--- src/rtl/rgb_capture.sv ---
// rgb_capture: captures RGB565 pixels with x/y coordinates, measures frame geometry,
// flags malformed frames and reports lock once the format repeats LOCK_FRAMES times.
module rgb_capture #(
    parameter int LOCK_FRAMES = 3
) (
    input  logic        Clk9M,
    input  logic        Rst_n,
    input  logic        vs_in,
    input  logic        hs_in,
    input  logic        de_in,
    input  logic [15:0] rgb_in,
    output logic [15:0] pix_data,
    output logic [9:0]  pix_x,
    output logic [9:0]  pix_y,
    output logic        pix_valid,
    output logic        frame_start,
    output logic [9:0]  h_active,
    output logic [9:0]  v_active,
    output logic        locked,
    output logic        frame_err
);
    localparam logic [0:0] S_WAIT  = 1'b0;
    localparam logic [0:0] S_FRAME = 1'b1;
    localparam logic [2:0] LOCK_N  = 3'(LOCK_FRAMES);
    localparam logic [9:0] CNT_MAX = 10'h3ff;

    logic        a_vs, a_de, b_vs, b_de, a_ok, b_ok;
    logic [15:0] a_rgb;
    logic [0:0]  state;
    logic [9:0]  x_cnt, y_cnt, line_w;
    logic        err_acc, prev_valid;
    logic [2:0]  match_cnt;
    logic        vs_rise, de_fall, in_frame, take_pix, lock_ok;
    logic        unused_hs;

    assign unused_hs = hs_in;
    assign in_frame  = state == S_FRAME;
    // b_ok masks the false edge that stage B's cleared value would create right after reset
    assign vs_rise   = a_vs & ~b_vs & b_ok;
    assign de_fall   = ~a_de & b_de;
    assign take_pix  = a_vs & a_de & (vs_rise | (in_frame & (x_cnt != CNT_MAX)));
    assign lock_ok   = ~err_acc & (y_cnt != '0) & prev_valid & (line_w == h_active) & (y_cnt == v_active);
    assign locked    = match_cnt == LOCK_N;

    always_ff @(posedge Clk9M or negedge Rst_n) begin
        if (!Rst_n) begin
            a_vs        <= 1'b0;
            a_de        <= 1'b0;
            a_rgb       <= '0;
            b_vs        <= 1'b0;
            b_de        <= 1'b0;
            a_ok        <= 1'b0;
            b_ok        <= 1'b0;
            state       <= S_WAIT;
            x_cnt       <= '0;
            y_cnt       <= '0;
            line_w      <= '0;
            err_acc     <= 1'b0;
            prev_valid  <= 1'b0;
            match_cnt   <= '0;
            pix_data    <= '0;
            pix_x       <= '0;
            pix_y       <= '0;
            pix_valid   <= 1'b0;
            frame_start <= 1'b0;
            h_active    <= '0;
            v_active    <= '0;
            frame_err   <= 1'b0;
        end else begin
            a_vs        <= vs_in;
            a_de        <= de_in;
            a_rgb       <= rgb_in;
            b_vs        <= a_vs;
            b_de        <= a_de;
            a_ok        <= 1'b1;
            b_ok        <= a_ok;
            frame_start <= vs_rise;
            pix_valid   <= take_pix;
            if (take_pix) begin
                pix_data <= a_rgb;
                pix_x    <= vs_rise ? '0 : x_cnt;
                pix_y    <= vs_rise ? '0 : y_cnt;
            end
            if (vs_rise) begin
                state   <= S_FRAME;
                x_cnt   <= '0;
                y_cnt   <= '0;
                line_w  <= '0;
                err_acc <= 1'b0;
                if (in_frame) begin
                    h_active   <= line_w;
                    v_active   <= y_cnt;
                    frame_err  <= err_acc;
                    prev_valid <= 1'b1;
                    match_cnt  <= lock_ok ? (locked ? match_cnt : match_cnt + 3'd1) : '0;
                end
            end else if (in_frame) begin
                if (a_de & a_vs) begin
                    if (x_cnt == CNT_MAX) err_acc <= 1'b1;
                    else x_cnt <= x_cnt + 10'd1;
                end
                if (a_de & ~a_vs) err_acc <= 1'b1;
                if (de_fall) begin
                    if (y_cnt == '0) line_w <= x_cnt;
                    else if (x_cnt != line_w) err_acc <= 1'b1;
                    x_cnt <= '0;
                    if (y_cnt == CNT_MAX) err_acc <= 1'b1;
                    else y_cnt <= y_cnt + 10'd1;
                end
            end
        end
    end
endmodule
--- config.mk ---
export PLATFORM = sky130hd
export DESIGN_NAME = rgb_capture
export DESIGN_NICKNAME = d
export VERILOG_FILES = /design/src/rtl/rgb_capture.sv
export SDC_FILE = /design/constraint.sdc
export NUM_CORES = 1
export LEC_CHECK = 0
export CORE_ASPECT_RATIO = 2
export CORE_MARGIN = 10
export CORE_UTILIZATION = 30
export CTS_CLUSTER_SIZE = 25
export DETAILED_ROUTE_END_ITERATION = 10
export PLACE_DENSITY_LB_ADDON = 0.1
export SLEW_MARGIN = 20
export SYNTH_ARGS = -nofsm -noshare
export SYNTH_HDL_FRONTEND = slang
export SYNTH_SLANG_ARGS = --single-unit
--- constraint.sdc ---
create_clock -name Clk9M -period 6.1 [get_ports Clk9M]
set_input_delay 0.915 -clock Clk9M [delete_from_list [all_inputs] [get_ports Clk9M]]
set_output_delay 0.915 -clock Clk9M [all_outputs]
set_load 0.02 [all_outputs]
=== Word level (Yosys, flattened, before mapping) ===
Cells that the tools add are included.

* Register bits after elaboration: 117
* Bits in latches: 0
* RAM bits: 0
* Memory bits (read-only): 0
* Output and inout bits: 60
* Memories kept: 0

* Add/subtract/negate cells: 3
* Multiply operators: 0
* Div/mod/pow operators: 0
* Magnitude comparators: 0
* Equality and inequality tests: 10
* Shift operators: 0
* Mux-type cells: 26
* Bitwise gates (word level): 16
* Reductions and logical operators: 11

{| class="wikitable"
|+ Operator list
! cell !! number
|-
| $mux W10 || 15
|-
| $add A10 B1 Y10 const B || 2
|-
| $eq A10 B10 Y1 || 2
|-
| $eq A10 B10 Y1 const B || 2
|-
| $reduce_and A3 Y1 || 4
|-
| $and A1 B1 Y1 || 11
|-
| $logic_not A10 Y1 || 1
|-
| $ne A10 B10 Y1 || 1
|-
| $ne A10 B10 Y1 const B || 1
|-
| $reduce_bool A10 Y1 || 1
|-
| $mux W1 || 9
|-
| $mux W3 || 2
|-
| $reduce_bool A2 Y1 || 3
|-
| $ne A2 B2 Y1 const B || 2
|-
| $not A1 Y1 || 4
|-
| $add A3 B1 Y3 const B || 1
|-
| $eq A3 B2 Y1 const B || 1
|-
| $ne A3 B3 Y1 const B || 1
|-
| $reduce_bool A3 Y1 || 1
|-
| $reduce_and A2 Y1 || 1
|-
| $or A1 B1 Y1 || 1
|}

=== Longest topological paths before layout ===
Gate-level depths: netlist of the first run.

* Word-level depth: 10
* Mapped depth: 8

=== Worst setup path after synthesis of the first run ===
OpenSTA, ideal clock, no wires.

* Path kind: flip-flop to flip-flop
* From: register x_cnt[0]
* To: register x_cnt[6]
* Setup time: 0.110 ns
* Data arrival time: 1.847 ns
* Setup slack: 4.142 ns
* Cell stages (with the launch flop): 7
* Path through: dfrtp_1 ha_1 nand3_1 or4_4 a21oi_1 o21ai_0 o41ai_1

* Word-level cells in the longest chain between the ends: 6
* Elaborated cells between the ends (all ways): 9

{| class="wikitable"
|+ RTL lines
! item !! RTL line !! source
|-
| start: declaration || 30 || <nowiki>logic [9:0] x_cnt, y_cnt, line_w;</nowiki>
|-
| start signal: assignment || 100 || <nowiki>else x_cnt <= x_cnt + 10'd1;</nowiki>
|-
| $add A10 B1 Y10 || 100 ||
|-
| $mux W10 || 99 || <nowiki>if (x_cnt == CNT_MAX) err_acc <= 1'b1;</nowiki>
|-
| $mux W10 || 98 || <nowiki>if (a_de & a_vs) begin</nowiki>
|-
| $mux W10 || 103 || <nowiki>if (de_fall) begin</nowiki>
|-
| $mux W10 || 97 || <nowiki>end else if (in_frame) begin</nowiki>
|-
| $mux W10 || 84 || <nowiki>if (vs_rise) begin</nowiki>
|}

Parallel ways exist; a longest one is shown, timed or not. The select of a mux whose other input is x is not followed.
A chain may end at the register's enable or synchronous reset.

=== Final worst setup path of the first run ===
* From: register x_cnt[0]
* To: register pix_y[2]

* Word-level cells in the longest chain between the ends: 4

{| class="wikitable"
|+ RTL lines
! item !! RTL line !! source
|-
| $ne A10 B10 Y1 || 41 || <nowiki>assign take_pix = a_vs & a_de & (vs_rise | (in_frame & (x_cnt != CNT_MAX)));</nowiki>
|-
| $and A1 B1 Y1 || 41 ||
|-
| $or A1 B1 Y1 || 41 ||
|-
| $and A1 B1 Y1 || 41 ||
|-
| end signal: assignment || 82 || <nowiki>pix_y <= vs_rise ? '0 : y_cnt;</nowiki>
|-
| end: declaration || 14 || <nowiki>output logic [9:0] pix_y,</nowiki>
|}

No other way between the ends.

==> results.sh, run 1 <==
export IMPL_yosys_cell_count_top_type="sky130_fd_sc_hd__dfrtp_1"
export IMPL_dr_total_vias=3581
export IMPL_groute_usage_overall_pct=11.4
export IMPL_maxClockFrequency_mhz=336
export IMPL_die_w_um=110
export IMPL_worstPathArrival_ps=3270
export IMPL_number_of_different_library_cells_in_the_post_synthesis_netlist=47
export IMPL_detailed_routing_iterations_pass_1=6
export IMPL_worst_hold_path_type="register to register"
export IMPL_power_frac_seq_pct=38.3
export IMPL_cp_num_buf_inv=2
export IMPL_number_of_h_tree_levels=4
export IMPL_critical_path_cell_chain="ha_1, nand3_1, or4_4, a21oi_4, buf_4, inv_2, nand3_1, nand2_1"
export IMPL_antenna_violating_nets_post_route=0
export IMPL_report_final_hold_viol_count=0
export IMPL_p_int_mw=1.79
export IMPL_fin_tns_setup_ps=0
export IMPL_synth_nets=485
export IMPL_tritoncts="done"
export IMPL_max_stage_delay_ps=610
export IMPL_p_leak_nw=2.99
export IMPL_placed_cell_area_um2=5900
export IMPL_run_status="complete, no violations"
export IMPL_asyncSetResetFlopFracSynth_pct=100
export IMPL_drt_wirelength_per_cell_um=16.3
export IMPL_unrepaired_setup_endpoints_after_global_routing="no"
export IMPL_total_switching_power_mw=0.687
export IMPL_postSynth_topFlopCell="sky130_fd_sc_hd__dfrtp_1"
export IMPL_worst_skew_pair_late_latency_ps=410
export IMPL_final_period_minus_worst_setup_slack_ps=2980
export IMPL_synth_enable_flop_cells=0
export IMPL_synth_area_per_cell_um2=10.7
export IMPL_post_route_cell_area_um2=6540
export IMPL_drv_slew=0
export IMPL_synth_seq_area_share_pct=59.6
export IMPL_timing_slew_headroom_pct=35.0
export IMPL_buffer_ports_inserted=79
export IMPL_area_growth_synth_to_final_pct=33.2
export IMPL_layout_drive_gt1_share_pct=11.2
export IMPL_number_of_sinks_driven_by_the_clock_tree=117
export IMPL_worst_path_dominant_cell_family="simple AND/OR/NAND/NOR gates"
export IMPL_remaining_drc_errors=0
export IMPL_timing_worst_slew_pin_value_ps=970
export IMPL_clockPowerShare_pct=43.2
export IMPL_tritoncts_num_buffers=17
export IMPL_netlist_area_um2=4910
export IMPL_post_cts_buffers=0
export IMPL_register_bit_count_reported_by_yosys=117
export IMPL_power_density_nw_per_um2=378
export IMPL_synthTopCellsByArea="sky130_fd_sc_hd__dfrtp_1, sky130_fd_sc_hd__nand2_1, sky130_fd_sc_hd__mux2_2"
export IMPL_ports=81
export IMPL_drt_iter0_drc=171
export IMPL_drv_cap=0
export IMPL_clock_skew_ps=8.72
export IMPL_start_kind="register"
export IMPL_finalCritPeriodShare_pct=48.8
export IMPL_setup_slack_of_the_critical_path_after_layout_ps=3120
export IMPL_first_global_vias=3795
export IMPL_cp_slowest_cell="sky130_fd_sc_hd__or4_4"
export IMPL_die_height_um=201
export IMPL_critPathCaptureType="register"
export IMPL_setup_viol=0
export IMPL_ys_warn_count=0
export IMPL_fin_nets=567
export IMPL_coreArea_um2=16200
export IMPL_finish_cell_count_without_fillers=757
export IMPL_initial_core_util_pct=30.3
export IMPL_synth_top_cells_by_count="sky130_fd_sc_hd__dfrtp_1, sky130_fd_sc_hd__nand2_1, sky130_fd_sc_hd__o21ai_0"
export IMPL_grt_max_degree=67
export IMPL_utilization_pct=40.4
export IMPL_timing_setup_critical_path_class="register to register"
export IMPL_fin_hold_ws_ps=351
export IMPL_syn_inst=459
export IMPL_hold_fix_buffer_count_after_cts=0
export IMPL_path_common_cell="sky130_fd_sc_hd__nand3_1"
export IMPL_dp_final_hpwl_um=8850
export IMPL_power_combinational_fraction_pct=18.5
export IMPL_grt_remaining_overflow=0
export IMPL_num_rows=66
export IMPL_clockBufferDepth=2
export IMPL_critical_path_required_ps=6390
export IMPL_worst_path_max_fanout=27
export IMPL_switching_share_pct=27.8
export IMPL_wl_um=12300
export IMPL_clk_slew_on_worst_s_h_paths_ps=60
export IMPL_average_vias_per_placed_instance=4.73
export IMPL_antenna_found_initial=0
export IMPL_global_route_wire_length_before_repair_um=20400
export IMPL_antennaDiodeCount=0
export IMPL_die_area_um2=22200
export IMPL_routabilityCongestion=0.820
export IMPL_root_buffer="sky130_fd_sc_hd__clkbuf_16"
export IMPL_post_place_cells=726
export IMPL_detailedPlace_worstSlack_ps=3060
export IMPL_synth_area_leader_cell="sky130_fd_sc_hd__dfrtp_1"
export IMPL_cts_repair_resize_count=0
export IMPL_netlist_area_leader_share_pct=59.6
export IMPL_design_power_total_mw=2.47
export IMPL_power_ir_vdd_worst_v=0.000212
## worst register-to-register path, cell delays in order, from the launching register on
cell	delay, ps
sky130_fd_sc_hd__dfrtp_1	430
sky130_fd_sc_hd__ha_1	240
sky130_fd_sc_hd__nand3_1	170
sky130_fd_sc_hd__or4_4	610
sky130_fd_sc_hd__a21oi_4	560
sky130_fd_sc_hd__buf_4	400
sky130_fd_sc_hd__inv_2	240
sky130_fd_sc_hd__nand3_1	150
sky130_fd_sc_hd__nand2_1	60
## final cells by class
cell class,instances,area (um^2)
multi-input cells,309,1850
fillers,1627,9650
clock inverters,8,146
inverters,13,48.8
clock buffers,23,488
flip-flops and latches,117,2930
repair buffers,83,818
well taps,204,255
## registers in the layout, summed over array words and instances (netlist names), 10 cells and up
signal    cells
a_rgb        16
h_active     10
line_w       10
pix_data     16
pix_x        10
pix_y        10
v_active     10
x_cnt        10
y_cnt        10
## routing by layer
metal / up-vias / track usage (%) / part of all wire [%]
met2: 72 / 20.0 / 54
li1: 1717 / - / -
met3: 13 / 3.20 / 4.3
met5: - / 0 / 0
met4: 0 / 5.61 / 1.8
met1: 1779 / 12.1 / 40
## final timing paths
check	to	cells after the start	slack, ps	start
max reg2reg	pix_y[2]	8	3120	x_cnt[0]
min reg2reg	b_ok	0	350	a_ok
min in group asynchronous	pix_data[11]	1	540	Rst_n
max	pix_y[2]	8	3120	x_cnt[0]
min	b_ok	0	350	a_ok
max in group asynchronous	a_ok	2	4250	Rst_n
## layout by cell type, fill, tap and decap left out, drive strengths merged, types with 4 or more instances in the layout
master	n
nor3	5
inv	13
o21ai	34
o31ai	6
nor4	5
ha	5
nand4	10
clkdlybuf4s50	78
dfrtp	117
a22o	4
xnor2	16
a21oi	5
bufinv	4
mux2	20
buf	5
nand2	109
xor2	25
nand3	12
nor2	22
clkbuf	23
and3	4
## cell families (layout without fill, tap and decap cells)
group,Yosys count,count (layout),share of synthesized area [%]
adder cells (fa/ha/maj),5,5,1.27
other,1,1,0.0764
AND/OR/NAND/NOR,182,182,16.6
buffers and inverters,33,127,2.75
flip-flops,117,117,59.6
XOR/XNOR,41,41,7.31
AO/OA/AOI/OAI,60,60,7.75
multiplexers,20,20,4.59
## power by group through the flow
stage / logic, mW / registers [mW] / clock network (mW)
2_1_floorplan: 0.203 / 0.996 / 0
3_3_place_gp: 0.467 / 0.959 / 0
3_5_place_dp: 0.474 / 0.962 / 0
4_1_cts: 0.477 / 0.950 / 1.10
5_1_grt: 0.510 / 0.964 / 1.14
6_report: 0.459 / 0.947 / 1.07
(Power assumes the default switching activity.)
==> run 2, diff against run 1 <==
==> constraint.sdc (replaced) <==
create_clock -name Clk9M -period 2.5 [get_ports Clk9M]
set_input_delay 0.375 -clock Clk9M [delete_from_list [all_inputs] [get_ports Clk9M]]
set_output_delay 0.375 -clock Clk9M [all_outputs]
set_load 0.02 [all_outputs]
==> run 2 against run 1 <==
  * Count of clock-buffer cells in the layout shrank 1
  * Highest routed layer unchanged
  * First-iteration DRC count grew 4.1%
  * Wire length is 0.36% higher
  * Hold slack worse by 0.89 ps
  * Sequential share of layout area is 0.64 points lower
  * Total power rose by 140%
  * Combinational power grew to 2.5 times the previous value
  * Global-route usage grew 0.14 points
  * Final cell count up 1.7%
  * Sequential power increased by 140%
==> results.sh, run 2 (same netlist as run 1, synthesis figures left out) <==
export IMPL_clk_slew_on_worst_s_h_paths_ps=60
export IMPL_die_w_um=110
export IMPL_antennaDiodeCount=0
export IMPL_ports=81
export IMPL_timing_worst_slew_pin_value_ps=736
export IMPL_average_vias_per_placed_instance=4.67
export IMPL_post_cts_buffers=0
export IMPL_drv_cap=0
export IMPL_final_period_minus_worst_setup_slack_ps=2210
export IMPL_grt_remaining_overflow=0
export IMPL_critical_path_startpoint="match_cnt[1]"
export IMPL_root_buffer="sky130_fd_sc_hd__clkbuf_16"
export IMPL_antenna_violating_nets_post_route=0
export IMPL_drv_slew=0
export IMPL_wl_um=12400
export IMPL_num_rows=66
export IMPL_power_ir_vdd_worst_v=0.000501
export IMPL_power_density_nw_per_um2=913
export IMPL_maxClockFrequency_mhz=453
export IMPL_antenna_found_initial=0
export IMPL_report_final_hold_viol_count=0
export IMPL_critical_path_required_ps=2120
export IMPL_biggest_regs="a_rgb x16, pix_data x16"
export IMPL_number_of_h_tree_levels=4
export IMPL_timing_slew_headroom_pct=50.7
export IMPL_first_global_vias=3818
export IMPL_setup_viol=0
export IMPL_drt_iter0_drc=178
export IMPL_finish_cell_count_without_fillers=770
export IMPL_detailed_routing_iterations_pass_1=4
export IMPL_run_status="complete, no violations"
export IMPL_reg2reg_setup_slack_ps=310
export IMPL_finalCritPeriodShare_pct=88.4
export IMPL_number_of_sinks_driven_by_the_clock_tree=117
export IMPL_drt_wirelength_per_cell_um=16.1
export IMPL_fin_tns_setup_ps=0
export IMPL_initial_core_util_pct=30.3
export IMPL_post_place_cells=738
export IMPL_dp_final_hpwl_um=9060
export IMPL_buffer_ports_inserted=79
export IMPL_worstPathArrival_ps=1830
export IMPL_worst_hold_path_type="register to register"
export IMPL_die_height_um=201
export IMPL_worstSetupEndpoint="locked"
export IMPL_coreArea_um2=16200
export IMPL_tritoncts="done"
export IMPL_worst_path_max_fanout=5
export IMPL_remaining_drc_errors=0
export IMPL_path_common_cell="sky130_fd_sc_hd__ha_1"
export IMPL_max_stage_delay_ps=640
export IMPL_layout_drive_gt1_share_pct=12.7
export IMPL_dr_total_vias=3594
export IMPL_cp_slowest_cell="sky130_fd_sc_hd__clkdlybuf4s50_1"
export IMPL_area_growth_synth_to_final_pct=35.1
export IMPL_hold_fix_buffer_count_after_cts=1
export IMPL_critPathCaptureType="primary output"
export IMPL_p_leak_nw=3.05
export IMPL_die_area_um2=22200
export IMPL_global_route_wire_length_before_repair_um=20600
export IMPL_unrepaired_setup_endpoints_after_global_routing="no"
export IMPL_clockBufferDepth=2
export IMPL_cts_repair_resize_count=0
export IMPL_setup_slack_of_the_critical_path_after_layout_ps=291
export IMPL_reg2reg_launch_point="x_cnt[0]"
export IMPL_fin_nets=580
export IMPL_worst_skew_pair_late_latency_ps=410
export IMPL_groute_usage_overall_pct=11.5
export IMPL_start_kind="register"
export IMPL_routabilityCongestion=0.833
export IMPL_critical_path_cell_chain="ha_1, ha_1, clkdlybuf4s50_1"
export IMPL_detailedPlace_worstSlack_ps=302
export IMPL_r2r_end="pix_x[8]"
export IMPL_clock_skew_ps=7.00
export IMPL_worst_hold_path_num_cells=0
export IMPL_fin_hold_ws_ps=350
export IMPL_r2r_cells=6
export IMPL_timing_setup_critical_path_class="register to primary output"
export IMPL_tritoncts_num_buffers=17
export IMPL_grt_max_degree=55
export IMPL_most_common_cell_after_layout_fill_and_taps_aside="sky130_fd_sc_hd__dfrtp_1"
export IMPL_most_common_layout_cells="sky130_fd_sc_hd__dfrtp_1, sky130_fd_sc_hd__nand2_1, sky130_fd_sc_hd__clkdlybuf4s50_1"
## run 2: per-layer routing
metal | vias up | share of wire (%) | global-route usage, % | wire length, um
met3 | 16 | 4.5 | 3.56 | 556
met1 | 1758 | 40 | 11.8 | 4900
met2 | 83 | 54 | 20.6 | 6690
li1 | 1737 | - | - | -
met5 | - | 0 | 0 | 0
met4 | 0 | 1.9 | 5.51 | 231
## run 2: area by class of cell
class,instances,area [um^2]
clock buffers,22,474
clock inverters,9,150
fillers,1618,9550
inverters,13,48.8
multi-input cells,309,1850
flip-flops and latches,117,2930
well taps,204,255
repair buffers,96,931
## run 2: power by group
group / switching, mW / internal (mW) / total, mW
Sequential: 0.207 / 2.10 / 2.31
Combinational: 0.640 / 0.527 / 1.17
Clock: 0.839 / 1.74 / 2.58
Total: 1.69 / 4.37 / 6.05
## run 2: worst min path at each step
stage,start,end,slack (ps)
6_report,a_ok,b_ok,350
3_5_place_dp,a_ok,b_ok,340
4_1_cts,a_ok,b_ok,350
2_1_floorplan,Rst_n,a_de,80
3_3_place_gp,a_ok,b_ok,330
5_1_grt,a_ok,b_ok,360
## run 2: metrics by stage
| stage | power (mW) | util (%) | area [um^2] |
|---|---|---|---|
| 4_1_cts | 6.17 | 41.0 | 6630 |
| 2_1_floorplan | 2.92 | - | 4910 |
| 5_1_grt | 6.38 | 41.0 | 6630 |
| 6_report | 6.05 | 41.0 | 6630 |
| 3_5_place_dp | 3.54 | 37.1 | 6000 |
| 3_3_place_gp | 3.53 | 37.1 | 6000 |
## run 2: worst max-delay path: cells and delay by family, from the launching register on
| kind | cells | cell delay, ps |
|---|---|---|
| fa+ha+maj | 2 | 410 |
| buf+inv | 1 | 640 |
| flops | 1 | 380 |
==> run 3, diff against run 2 <==
--- a/config.mk
+++ b/config.mk
@@ -11,7 +11,7 @@
 export CTS_CLUSTER_SIZE = 25
 export DETAILED_ROUTE_END_ITERATION = 10
 export PLACE_DENSITY_LB_ADDON = 0.1
-export SLEW_MARGIN = 20
+export SLEW_MARGIN = 15
 export SYNTH_ARGS = -nofsm -noshare
 export SYNTH_HDL_FRONTEND = slang
 export SYNTH_SLANG_ARGS = --single-unit
==> results of run 3 <==
No change in the layout: final DEF, timing and power equal those of run 2.
